`src/rtl/scmp_bus_responder_if.sv`:
```
// SC/MP external core bus as seen by a target: address/data/strobes in, read data and wait request out.
// No storage of its own; the responder registers every output it drives.
// The core side honours hold_n; the responder never stalls the strobe inputs.
interface scmp_bus_responder_if;
    logic [11:0] addr;
    logic [7:0]  d_cpu;
    logic        ads_n;
    logic        rd_n;
    logic        wr_n;
    logic [7:0]  d_rsp;
    logic        drive_en;
    logic        hold_n;

    modport master (
        output addr, d_cpu, ads_n, rd_n, wr_n,
        input  d_rsp, drive_en, hold_n
    );

    modport slave (
        input  addr, d_cpu, ads_n, rd_n, wr_n,
        output d_rsp, drive_en, hold_n
    );
endinterface

```
`src/rtl/scmp_bus_responder.sv`:
```
// SC/MP bus target: decodes a 2^WIN_LOG2 window and serves strobes from a synchronous memory port.
// Latency: read data 2+WAIT_CYCLES cycles after the rd sample, write pulse 1+WAIT_CYCLES after the wr sample.
// Backpressure: hold_n low while an access is in flight. SCMP_BUS_RSP_ROM_EN makes the window read-only.
module scmp_bus_responder #(
    parameter logic [11:0] BASE_ADDR   = 12'h000,
    parameter int          WIN_LOG2    = 10,
    parameter int          WAIT_CYCLES = 0
) (
    input  logic                clk,
    input  logic                rst_n,
    scmp_bus_responder_if.slave bus,
    output logic [WIN_LOG2-1:0] mem_addr,
    output logic [7:0]          mem_wdata,
    output logic                mem_we,
    output logic                mem_re,
    input  logic [7:0]          mem_rdata,
    output logic                err
);

    typedef enum logic [2:0] {IDLE, ADDR, WAIT, MEMRD, DONE} state_e;

    localparam logic [3:0] WAIT_LD = 4'(WAIT_CYCLES);
`ifdef SCMP_BUS_RSP_ROM_EN
    localparam logic WR_EN = 1'b0;
`else
    localparam logic WR_EN = 1'b1;
`endif

    state_e              state_q, state_d;
    logic                hit_q, hit_d;
    logic                rd_op_q, rd_op_d;
    logic [3:0]          cnt_q, cnt_d;
    logic [WIN_LOG2-1:0] mem_addr_q, mem_addr_d;
    logic [7:0]          mem_wdata_q, mem_wdata_d;
    logic                mem_we_q, mem_we_d;
    logic                mem_re_q, mem_re_d;
    logic [7:0]          d_rsp_q, d_rsp_d;
    logic                drive_en_q, drive_en_d;
    logic                hold_n_q, hold_n_d;
    logic                err_q, err_d;
    logic                addr_hit;

    assign addr_hit = ((bus.addr ^ BASE_ADDR) >> WIN_LOG2) == 12'h000;

    always_ff @(posedge clk or negedge rst_n) begin
        if (!rst_n) begin
            state_q     <= IDLE;
            hit_q       <= 1'b0;
            rd_op_q     <= 1'b0;
            cnt_q       <= 4'd0;
            mem_addr_q  <= '0;
            mem_wdata_q <= 8'h00;
            mem_we_q    <= 1'b0;
            mem_re_q    <= 1'b0;
            d_rsp_q     <= 8'h00;
            drive_en_q  <= 1'b0;
            hold_n_q    <= 1'b1;
            err_q       <= 1'b0;
        end else begin
            state_q     <= state_d;
            hit_q       <= hit_d;
            rd_op_q     <= rd_op_d;
            cnt_q       <= cnt_d;
            mem_addr_q  <= mem_addr_d;
            mem_wdata_q <= mem_wdata_d;
            mem_we_q    <= mem_we_d;
            mem_re_q    <= mem_re_d;
            d_rsp_q     <= d_rsp_d;
            drive_en_q  <= drive_en_d;
            hold_n_q    <= hold_n_d;
            err_q       <= err_d;
        end
    end

    always_comb begin
        state_d     = state_q;
        hit_d       = hit_q;
        rd_op_d     = rd_op_q;
        cnt_d       = cnt_q;
        mem_addr_d  = mem_addr_q;
        mem_wdata_d = mem_wdata_q;
        mem_we_d    = 1'b0;
        mem_re_d    = 1'b0;
        d_rsp_d     = d_rsp_q;
        drive_en_d  = drive_en_q;
        hold_n_d    = hold_n_q;
        err_d       = err_q;

        if (!bus.ads_n) begin
            // An address strobe in any state abandons whatever cycle was in flight.
            hit_d      = addr_hit;
            mem_addr_d = bus.addr[WIN_LOG2-1:0];
            drive_en_d = 1'b0;
            d_rsp_d    = 8'h00;
            hold_n_d   = 1'b1;
            state_d    = ADDR;
        end else begin
            case (state_q)
                IDLE: state_d = IDLE;
                ADDR: begin
                    if (!bus.rd_n && !bus.wr_n) begin
                        err_d   = 1'b1;
                        state_d = DONE;
                    end else if (!bus.rd_n || !bus.wr_n) begin
                        state_d = DONE;
                        if (hit_q) begin
                            rd_op_d  = !bus.rd_n;
                            hold_n_d = 1'b0;
                            cnt_d    = WAIT_LD;
                            if (bus.rd_n) begin
                                mem_wdata_d = bus.d_cpu;
                                if (!WR_EN) err_d = 1'b1;
                            end
                            if (WAIT_CYCLES != 0) begin
                                state_d = WAIT;
                            end else if (!bus.rd_n) begin
                                mem_re_d = 1'b1;
                                state_d  = MEMRD;
                            end else begin
                                mem_we_d = WR_EN;
                            end
                        end
                    end
                end
                WAIT: begin
                    cnt_d = cnt_q - 4'd1;
                    if (cnt_q == 4'd1) begin
                        if (rd_op_q) begin
                            mem_re_d = 1'b1;
                            state_d  = MEMRD;
                        end else begin
                            mem_we_d = WR_EN;
                            state_d  = DONE;
                        end
                    end
                end
                MEMRD: begin
                    // First MEMRD cycle carries the read pulse; data arrives in the next one.
                    if (!mem_re_q) begin
                        d_rsp_d    = mem_rdata;
                        drive_en_d = 1'b1;
                        hold_n_d   = 1'b1;
                        state_d    = DONE;
                    end
                end
                DONE: begin
                    hold_n_d = 1'b1;
                    if (bus.rd_n && bus.wr_n) begin
                        drive_en_d = 1'b0;
                        d_rsp_d    = 8'h00;
                        state_d    = IDLE;
                    end
                end
                default: state_d = IDLE;
            endcase
        end
    end

    assign mem_addr     = mem_addr_q;
    assign mem_wdata    = mem_wdata_q;
    assign mem_we       = mem_we_q;
    assign mem_re       = mem_re_q;
    assign err          = err_q;
    assign bus.d_rsp    = d_rsp_q;
    assign bus.drive_en = drive_en_q;
    assign bus.hold_n   = hold_n_q;

endmodule

```
`src/flat_wrapper.sv`:
```
// flat-port wrapper written by rule: the top's interface ports become plain ports
module scmp_bus_responder_flat 
#(
    parameter logic [11:0] BASE_ADDR   = 12'h000,
    parameter int          WIN_LOG2    = 10,
    parameter int          WAIT_CYCLES = 0
)
  (clk, rst_n, mem_addr, mem_wdata, mem_we, mem_re, mem_rdata, err, bus_addr, bus_d_cpu, bus_ads_n, bus_rd_n, bus_wr_n, bus_d_rsp, bus_drive_en, bus_hold_n);
  scmp_bus_responder_if bus_i ();
  input  logic clk;
  input  logic rst_n;
  output logic [WIN_LOG2-1:0] mem_addr;
  output logic [7:0] mem_wdata;
  output logic mem_we;
  output logic mem_re;
  input  logic [7:0] mem_rdata;
  output logic err;
  input wire logic [$bits(bus_i.addr)-1:0] bus_addr;
  input wire logic [$bits(bus_i.d_cpu)-1:0] bus_d_cpu;
  input wire logic [$bits(bus_i.ads_n)-1:0] bus_ads_n;
  input wire logic [$bits(bus_i.rd_n)-1:0] bus_rd_n;
  input wire logic [$bits(bus_i.wr_n)-1:0] bus_wr_n;
  output wire logic [$bits(bus_i.d_rsp)-1:0] bus_d_rsp;
  output wire logic [$bits(bus_i.drive_en)-1:0] bus_drive_en;
  output wire logic [$bits(bus_i.hold_n)-1:0] bus_hold_n;
  assign bus_i.addr = bus_addr;
  assign bus_i.d_cpu = bus_d_cpu;
  assign bus_i.ads_n = bus_ads_n;
  assign bus_i.rd_n = bus_rd_n;
  assign bus_i.wr_n = bus_wr_n;
  assign bus_d_rsp = bus_i.d_rsp;
  assign bus_drive_en = bus_i.drive_en;
  assign bus_hold_n = bus_i.hold_n;
  scmp_bus_responder #(.BASE_ADDR(BASE_ADDR), .WIN_LOG2(WIN_LOG2), .WAIT_CYCLES(WAIT_CYCLES)) u_core (.clk(clk), .rst_n(rst_n), .bus(bus_i), .mem_addr(mem_addr), .mem_wdata(mem_wdata), .mem_we(mem_we), .mem_re(mem_re), .mem_rdata(mem_rdata), .err(err));
endmodule
```
`config.mk`:
```
export PLATFORM = sky130hd
export DESIGN_NAME = scmp_bus_responder_flat
export DESIGN_NICKNAME = d
export VERILOG_FILES = /design/src/rtl/scmp_bus_responder_if.sv /design/src/rtl/scmp_bus_responder.sv /design/src/flat_wrapper.sv
export SDC_FILE = /design/constraint.sdc
export NUM_CORES = 1
export LEC_CHECK = 0
export CAP_MARGIN = 30
export CORE_AREA = 2 2 67 69
export CTS_CLUSTER_SIZE = 10
export DETAILED_ROUTE_END_ITERATION = 6
export DIE_AREA = 0 0 69 71
export PLACE_DENSITY = 0.88
export SLEW_MARGIN = 25
export SYNTH_ARGS = -nofsm -noshare
export SYNTH_HDL_FRONTEND = slang
export SYNTH_SLANG_ARGS = --single-unit
```
`constraint.sdc`:
```
create_clock -name clk -period 2.4 [get_ports clk]
set_clock_uncertainty 0.05 [all_clocks]
set_input_delay 0.6 -clock clk [delete_from_list [all_inputs] [get_ports clk]]
set_output_delay 0.6 -clock clk [all_outputs]
set_load 0.02 [all_outputs]
```
==> flow_summary.json <==
{
  "run_status": "finished clean",
  "drt.antenna.violating_nets": 0,
  "share_of_the_clock_period_used_by_the_worst_path_after_layout": 0.868,
  "cts-root-to-sink-buffers": 2,
  "gp_routability_congestion": 0.848,
  "timing.setup.tns_ns": 0,
  "synth_edf_count": 0,
  "critPathRequiredTime_ns": 1.75,
  "finalCriticalPeriod_ns": 2.08,
  "synthesis.area_per_instance_um2": 12.3,
  "leak_nw": 1.17,
  "finalHoldViolCount": 0,
  "antenna-diode-count": 0,
  "cts_tree": "built",
  "syn-cell-area_um2": 1830,
  "ff_latch_area_um2": 1000,
  "worstSkewPairLatency_ns": 0.29,
  "synth_nets": 184,
  "hpwl_um": 2990,
  "crit_path_cell_trace": "clkdlybuf4s50_1",
  "routedWlPerCell_um": 14.4,
  "global_route.overflow_total": 0,
  "netlist_top_cells_count": "dfrtp_1, mux2_2, nand4_1, a21bo_1, nor2_1",
  "placement.io_buffers": 63,
  "cts.clk_slew.worst_paths_ns": 0.08,
  "cts_buffers": 5,
  "slowest_stage": "clkdlybuf4s50_1",
  "area_taken_by_multi_input_logic_gates_um2": 764,
  "nNetsFinal": 252,
  "layout_cells_sized_above_1": 0.170,
  "ioPinCount": 64,
  "worstPathMaxFanout": 2,
  "crit_buf_inv": 1,
  "ctsRootBufferMaster": "clkbuf_8",
  "place_area_um2": 2520,
  "initial_utilization": 0.436,
  "setup-violations-final": 0,
  "synth_cells": 149,
  "postCtsResizedCells": 0,
  "num-fill-cells": 344,
  "h-tree-depth": 2,
  "synth_compound_gate_area_share": 0.145,
  "main_combinational_cell_family_by_area_after_synthesis": "compound AO/OA/AOI/OAI gates",
  "synth_simple_gate_area_share": 0.138,
  "area.growth.synth_to_final_pct": 42.9,
  "die-width_um": 69,
  "synth_xor_xnor_area_share": 0.00478,
  "ys_seq_elements": 40,
  "crit_path_dat_ns": 1.43,
  "grt_first_pass_wirelength_um": 6820,
  "timing.max_slew.rel_slack": 0.644,
  "synthArstFlopShare": 1.00,
  "die_area_um2": 4900,
  "wl_um": 3890,
  "yosys-mux-area-fraction": 0.116,
  "worst_ir_drop_vdd_mv": 0.358,
  "cts.repair_timing.setup_buffer_count": 0,
  "routed-via-count": 1467,
  "antenna_found_initial": 0,
  "most_frequent_cell_after_synthesis": "dfrtp_1",
  "cap_violations": 0,
  "core.rowCount": 24,
  "synth_flop_type": "dfrtp_1",
  "worst_path_dominant_cell_family": "buffers and inverters",
  "fmaxAchievable_mhz": 480,
  "worst-setup-path-type": "reg2out",
  "synth_largest_area_cell": "dfrtp_1",
  "finalMaxSlewViolations": 0,
  "drt-initial-drc-count": 64,
  "post-synth-top-area-fraction": 0.532,
  "synthAdderAreaFrac": 0.0137,
  "post_cts_hold_buffer_count": 0,
  "cells_taking_the_most_area_after_synthesis": "dfrtp_1, mux2_2, a21bo_1",
  "synth-seq-area-share": 0.547,
  "grt_use_total": 0.173,
  "die_height_um": 71,
  "critical_path.max_stage_delay_ns": 0.61,
  "actual_slew_at_the_worst_max_slew_pin_ns": 0.533,
  "setup.worst_path.end_class": "output pin",
  "first_global_vias": 1474,
  "start_kind": "flip-flop",
  "fraction_of_the_core_area_covered_by_cells_at_the_end_of_the_flow": 0.623,
  "grt_max_degree": 23,
  "finish.instance_area_um2": 2620,
  "clkSinkCount": 40,
  "route.detailed.drc": 0,
  "post_drt_via_cell_ratio": 5.43,
  "power.total_w": 0.00170,
  "synth_cell_type_count": 43,
  "worst_hold_path_type": "in2async",
  "post-place-cells": 262,
  "final_cells": 270,
  "drtPass1Iterations": 4,
  "synth.yosys.warnings": 0,
  "placeableCoreArea_um2": 4200,
  "grt_setup_unrepaired": "false",
  "pd_cells_nw_per_um2": 650
}
[registers in the layout, summed over array words and instances, names as in the netlist]
register / count
u_core.rd_op_q: 1
u_core.bus.d_rsp: 8
u_core.mem_we: 1
u_core.mem_addr: 10
u_core.state_q: 3
u_core.bus.hold_n: 1
u_core.cnt_q: 4
u_core.bus.drive_en: 1
u_core.mem_re: 1
u_core.hit_q: 1
u_core.mem_wdata: 8
u_core.err: 1
[per-stage QoR]
step,hold WS [ns],setup WS (ns)
after floorplan,0.254,0.646
after global placement,0.412,0.124
after detailed placement,0.408,0.0536
after CTS,0.227,0.303
after global routing,0.246,0.259
final,0.214,0.317
[cell families (layout without fill, tap and decap cells)]
logic type	count (synthesis)	count (layout)
AO/OA/AOI/OAI	31	31
XOR/XNOR	1	1
buffers and inverters	12	81
AND/OR/NAND/NOR	44	44
multiplexers	19	19
adder cells (fa/ha/maj)	2	2
flip-flops	40	40
[routing by layer]
layer / vias to the layer above / part of all wire / track usage / routed length, um
met5: - / 0 / 0 / 0
met3: 6 / 0.087 / 0.0541 / 339
li1: 687 / - / - / -
met1: 711 / 0.41 / 0.213 / 1580
met4: 0 / 0.011 / 0.0654 / 42
met2: 63 / 0.50 / 0.287 / 1930
[area by class of cell]
cell class              count  area share
clock inverters             2     0.00573
repair buffers             70       0.259
well taps                  52      0.0248
inverters                   3     0.00430
flip-flops and latches     40       0.383
multi-input cells          97       0.292
clock buffers               6      0.0315
[cell usage in the layout, fill, tap and decap left out, drive strengths merged, types with 2 or more instances in the layout]
cell type | netlist | final
buf | 7 | 8
clkbuf | 2 | 6
nor3b | 2 | 2
mux2 | 18 | 18
nor2 | 7 | 7
a31o | 3 | 3
inv | 3 | 3
nand2b | 3 | 3
o21ai | 3 | 3
clkinvlp | 0 | 2
nor2b | 5 | 5
a21oi | 4 | 4
nor3 | 2 | 2
a21o | 2 | 2
nand4 | 9 | 9
nand3 | 3 | 3
nand2 | 7 | 7
dfrtp | 39 | 39
a21bo | 8 | 8
a32oi | 2 | 2
ha | 2 | 2
clkdlybuf4s50 | 0 | 62
[worst paths after layout]
check,startpoint,end,slack [ns],cells after the start
hold reg to reg,u_core.err$_DFFE_PN0P_,u_core.err$_DFFE_PN0P_,0.43,1
min in group clk,u_core.err$_DFFE_PN0P_,u_core.err$_DFFE_PN0P_,0.43,1
hold / removal,rst_n,u_core.bus.d_rsp[1]$_DFFE_PN0P_,0.21,1
setup reg to reg,u_core.state_q[2]$_DFFE_PN0P_,u_core.bus.d_rsp[3]$_DFFE_PN0P_,0.49,4
setup / recovery,u_core.bus.hold_n$_DFFE_PN1P_,bus_hold_n,0.32,1
max in group asynchronous,rst_n,u_core.mem_addr[9]$_DFFE_PN0N_,1.56,2
[where the power goes]
part | switching (W) | internal, W
sequential | 0.0000450 | 0.000750
combinational | 0.000202 | 0.000242
clock | 0.000229 | 0.000232
No activity file was read; power rests on OpenSTA's default activity.
